<file path="src/rtl/lsu_pkg.sv">
// lsu_pkg: access-size encodings, FSM states and the request error check for the load/store unit
package lsu_pkg;

    typedef enum logic [1:0] {
        SZ_BYTE = 2'b00,
        SZ_HALF = 2'b01,
        SZ_WORD = 2'b10,
        SZ_RSVD = 2'b11
    } size_e;

    typedef enum logic [1:0] {
        IDLE,
        LD_WAIT,
        ST_MERGE,
        RESP
    } state_e;

    function automatic logic access_err(
        input logic [1:0]  size,
        input logic [31:0] addr,
        input logic        check_range,
        input logic [31:0] mem_words
    );
        return (size == SZ_RSVD)
            || (size == SZ_HALF && addr[0])
            || (size == SZ_WORD && addr[1:0] != 2'b00)
            || (check_range && {2'b00, addr[31:2]} >= mem_words);
    endfunction

endpackage

</file>
<file path="src/rtl/lsu_lane_align.sv">
// lsu_lane_align: little-endian lane extraction with sign/zero extension and sub-word store merge
module lsu_lane_align
    import lsu_pkg::*;
(
    input  logic [31:0] word,
    input  logic [1:0]  lane,
    input  logic [1:0]  size,
    input  logic        sgn,
    input  logic [31:0] wdata,
    output logic [31:0] load_val,
    output logic [31:0] store_word
);

    logic [7:0]  b;
    logic [15:0] h;

    // pick the addressed lane for loads and splice the new lane into the old word for stores
    always_comb begin
        b          = word[{lane, 3'b000} +: 8];
        h          = lane[1] ? word[31:16] : word[15:0];
        load_val   = size == SZ_BYTE ? {{24{sgn & b[7]}}, b}
                   : size == SZ_HALF ? {{16{sgn & h[15]}}, h} : word;
        store_word = word;
        if (size == SZ_BYTE)
            store_word[{lane, 3'b000} +: 8] = wdata[7:0];
        else if (size == SZ_HALF)
            store_word[{lane[1], 4'b0000} +: 16] = wdata[15:0];
        else
            store_word = wdata;
    end

endmodule

</file>
<file path="src/rtl/load_store_unit.sv">
// load_store_unit: sequences byte/half/word loads and stores onto a word-only memory with registered reads
module load_store_unit
    import lsu_pkg::*;
#(
    parameter int MEM_WORDS   = 256,
    parameter bit CHECK_RANGE = 1
) (
    input  logic        clk,
    input  logic        rst_n,
    input  logic        req_valid,
    output logic        req_ready,
    input  logic        req_write,
    input  logic [1:0]  req_size,
    input  logic        req_signed,
    input  logic [31:0] req_addr,
    input  logic [31:0] req_wdata,
    output logic        resp_valid,
    output logic [31:0] resp_rdata,
    output logic        resp_err,
    output logic [31:0] mem_addr,
    output logic [31:0] mem_write_data,
    input  logic [31:0] mem_read_data,
    output logic        MemRead,
    output logic        MemWrite
);

    state_e      state, next;
    logic [1:0]  q_size;
    logic        q_sgn;
    logic [31:0] q_addr, q_wdata;
    logic [31:0] load_val, store_word;
    logic        accept, err;

    assign accept     = req_valid & req_ready;
    assign err        = access_err(req_size, req_addr, CHECK_RANGE, 32'(MEM_WORDS));
    assign resp_valid = state == RESP;

    lsu_lane_align u_align (
        .word       (mem_read_data),
        .lane       (q_addr[1:0]),
        .size       (q_size),
        .sgn        (q_sgn),
        .wdata      (q_wdata),
        .load_val   (load_val),
        .store_word (store_word)
    );

    // next state and memory strobes; IDLE commands come straight from the request so the memory samples them on the accept edge
    always_comb begin
        next           = state;
        req_ready      = rst_n && state == IDLE;
        MemRead        = 1'b0;
        MemWrite       = 1'b0;
        mem_addr       = {q_addr[31:2], 2'b00};
        mem_write_data = '0;
        case (state)
            IDLE: begin
                mem_addr = {req_addr[31:2], 2'b00};
                if (accept) begin
                    if (err) begin
                        next = RESP;
                    end else if (!req_write) begin
                        MemRead = 1'b1;
                        next    = LD_WAIT;
                    end else if (req_size == SZ_WORD) begin
                        MemWrite       = 1'b1;
                        mem_write_data = req_wdata;
                        next           = RESP;
                    end else begin
                        MemRead = 1'b1;
                        next    = ST_MERGE;
                    end
                end
            end
            LD_WAIT: next = RESP;
            ST_MERGE: begin
                MemWrite       = 1'b1;
                mem_write_data = store_word;
                next           = RESP;
            end
            default: next = IDLE;
        endcase
        if (!rst_n)
            mem_addr = '0;
    end

    // state, latched request and registered response; response fields clear as RESP is left
    always_ff @(posedge clk or negedge rst_n) begin
        if (!rst_n) begin
            state      <= IDLE;
            q_size     <= '0;
            q_sgn      <= 1'b0;
            q_addr     <= '0;
            q_wdata    <= '0;
            resp_err   <= 1'b0;
            resp_rdata <= '0;
        end else begin
            state <= next;
            if (accept) begin
                q_size   <= req_size;
                q_sgn    <= req_signed;
                q_addr   <= req_addr;
                q_wdata  <= req_wdata;
                resp_err <= err;
            end
            if (state == LD_WAIT)
                resp_rdata <= load_val;
            if (state == RESP) begin
                resp_err   <= 1'b0;
                resp_rdata <= '0;
            end
        end
    end

endmodule

</file>
<file path="config.mk">
export PLATFORM = sky130hd
export DESIGN_NAME = load_store_unit
export DESIGN_NICKNAME = d
export VERILOG_FILES = /design/src/rtl/lsu_pkg.sv /design/src/rtl/lsu_lane_align.sv /design/src/rtl/load_store_unit.sv
export SDC_FILE = /design/constraint.sdc
export NUM_CORES = 1
export LEC_CHECK = 0
export ABC_AREA = 1
export CAP_MARGIN = 20
export CORE_UTILIZATION = 51
export DETAILED_ROUTE_END_ITERATION = 6
export PLACE_DENSITY_LB_ADDON = 0.15
export SYNTH_ARGS = -nofsm -noshare
export SYNTH_HDL_FRONTEND = slang
export SYNTH_SLANG_ARGS = --single-unit
</file>
<file path="constraint.sdc">
create_clock -name clk -period 4.72 [get_ports clk]
set_input_delay 0.708 -clock clk [delete_from_list [all_inputs] [get_ports clk]]
set_output_delay 0.708 -clock clk [all_outputs]
set_load 0.005 [all_outputs]
</file>
==> run summary <==
run status = complete, no violations
cts repair resizes = 0
leak pwr = 0.00385 µW
number of I/O port buffers = 201
Critical Path End Type = output pin
final WL = 21600 µm
CTS sink count = 102
required time worst endpoint = 4.01 ns
FMAX = 256 MHz
min-delay worst type = in2async
die area = 13300 µm²
H-tree depth = 3
worst vdd ir = 0.000347 V
Crit Path Class = reg2out
most frequent cells in the layout = clkdlybuf4s50_1 (200), nand2_1 (186), o21ai_0 (161)
DR vias = 7206
DR iter-0 viols = 656
setup bufs post-CTS = 0
Reg area = 2550 µm²
critical path data arrival time = 3.20 ns
vias in the first global route = 6608
skew final = 0.00452 ns
antenna violations before repair = 0
clk slew on worst S/H paths = 0.07 ns
clock root buffer = clkbuf_16
EDFF count, synth = 0
Worst-Margin Slew = 0.770 ns
Starting Density = 0.521
Synth cell types = 30
fin nets = 1187
Syn Inst Count = 921
RSZ-0062 raised after global routing = false
first-pass GRT wire length = 34000 µm
Core ar. = 12600 µm²
Avg Inst Size Synth = 7.11 µm²
Worst setup SP type = register
CP max FO = 29
Seq/Total Area, Yosys = 0.390
routability cong. = 0.959
sum of negative setup slack = 0 ns
share of flip-flops with an asynchronous set or reset = 1.00
FILL cells = 1070
Die W = 115 µm
fin. max-slew vios = 0
Antenna Nets Post-Route = 0
CTS Hold Buffers Added = 0
layout cells sized above 1 = 0.0398
largest net degree at the start of global routing = 133
DR DRC count = 0
hpwl dp = 15200 µm
grt total ovfl = 0
fin crit period = 3.90 ns
most common cell after layout, fill and taps aside = clkdlybuf4s50_1
CTS Buf Count = 9
Via density = 5.76
Power Density = 631 nW/µm²
fin cells = 1252
# rows = 41
flops & latches, synth = 102
Synth-to-Final Area Change = 34.6%
max_cap viols = 0
Final Hold Violating Endpoints = 0
post-layout util = 0.701
ant diodes = 0
final period utilization = 0.827
Die Y = 115 µm
Total GRT Usage = 0.335
Clock Path Buffers = 2
routed length per instance = 17.3 µm
count of final setup violators = 0
Primary FF master, synth = dfrtp_1
R2R depth = 4
num ports = 204
Syn. warnings = 0
TritonCTS clock tree = yes
post-synthesis cell area = 6550 µm²
max_slew headroom = 0.485
router iterations before antenna repair = 6
Cells after DPL = 1236
Clock Latency Late Sink = 0.36 ns
area of the multi-input gates = 3190 µm²
[critical path, stage by stage, from the launching register on]
cell and delay [ns]:
dfrtp_1 0.37, buf_4 0.22, inv_2 0.19, buf_4 0.32, ha_1 0.40, nand2_1 0.26
o221ai_1 0.22, nand2_1 0.09, o22ai_1 0.19, clkdlybuf4s50_1 0.55
[flip-flops by register name, indices dropped and copies added, names as in the netlist]
| register | flops |
|---|---|
| q_addr | 32 |
| q_wdata | 32 |
| resp_rdata | 32 |
| q_size | 2 |
| state | 2 |
| q_sgn | 1 |
| resp_err | 1 |
[metal layers]
layer / vias up / wire, µm / global-route usage
met4: 0 / 843 / 0.153
li1: 3418 / - / -
met1: 3318 / 8680 / 0.440
met2: 401 / 9940 / 0.524
met5: - / 0 / 0
met3: 69 / 2160 / 0.0817
[cell type report]
cell class,instances,area share
Multi-Input combinational cell,637,0.362
Sequential cell,102,0.290
Timing Repair Buffer,214,0.241
Inverter,111,0.0476
Clock buffer,12,0.0291
Tap cell,172,0.0244
Clock inverter,4,0.00597
[kinds of logic (layout without fill, tap and decap cells)]
family	count (synthesis)	count (layout)	synth area share
AO/OA/AOI/OAI	358	358	0.298
adder cells (fa/ha/maj)	9	9	0.0172
buffers and inverters	183	341	0.124
flip-flops	102	102	0.390
other	1	2	0.000573
AND/OR/NAND/NOR	268	268	0.170
[report_power, final]
part / switching, µW / internal, µW / leakage, µW / total [µW]
logic: 1810 / 1400 / 0.00243 / 3220
clock network: 338 / 442 / 0.000153 / 781
registers: 273 / 1290 / 0.00127 / 1560
total: 2420 / 3140 / 0.00385 / 5560
[worst paths after layout]
check                           startpoint            endpoint  slack, ns
worst max-delay path             q_addr[1]  mem_write_data[11]       0.82
worst min-delay path                 rst_n          q_wdata[7]       0.45
worst max register to register   q_size[1]       resp_rdata[8]       2.17
worst min register to register  q_addr[26]          q_addr[26]       0.48
max in group asynchronous            rst_n         q_wdata[30]       3.80
min in group clk                q_addr[26]          q_addr[26]       0.48
[synth_stat cells, types with 2 or more instances]
library cell,number,area [µm²]
a21oi_1,95,475
o221ai_1,32,280
clkbuf_1,27,101
o211ai_1,9,67.6
buf_2,25,125
nand2_1,187,702
o22ai_1,9,56.3
inv_1,105,394
ha_1,9,113
nand3_1,35,175
nor2_1,27,101
nand4_1,12,75.1
dfrtp_1,102,2550
buf_4,8,60.1
o21ai_1,50,250
buf_1,3,11.3
o21ai_0,161,806
buf_6,8,90.1
inv_2,5,18.8
nand2_2,2,12.5
[metrics by stage]
step | power, µW | worst slack (ns) | area (µm²) | hold slack, ns
3_3_place_gp | 4660 | 1.01 | 8500 | 0.461
4_1_cts | 5540 | 0.888 | 8810 | 0.488
3_5_place_dp | 4710 | 0.966 | 8500 | 0.470
5_1_grt | 5980 | 0.663 | 8810 | 0.499
6_report | 5560 | 0.815 | 8810 | 0.455
2_1_floorplan | 3420 | 2.07 | 6550 | 0.412
(Power assumes the default switching activity.)
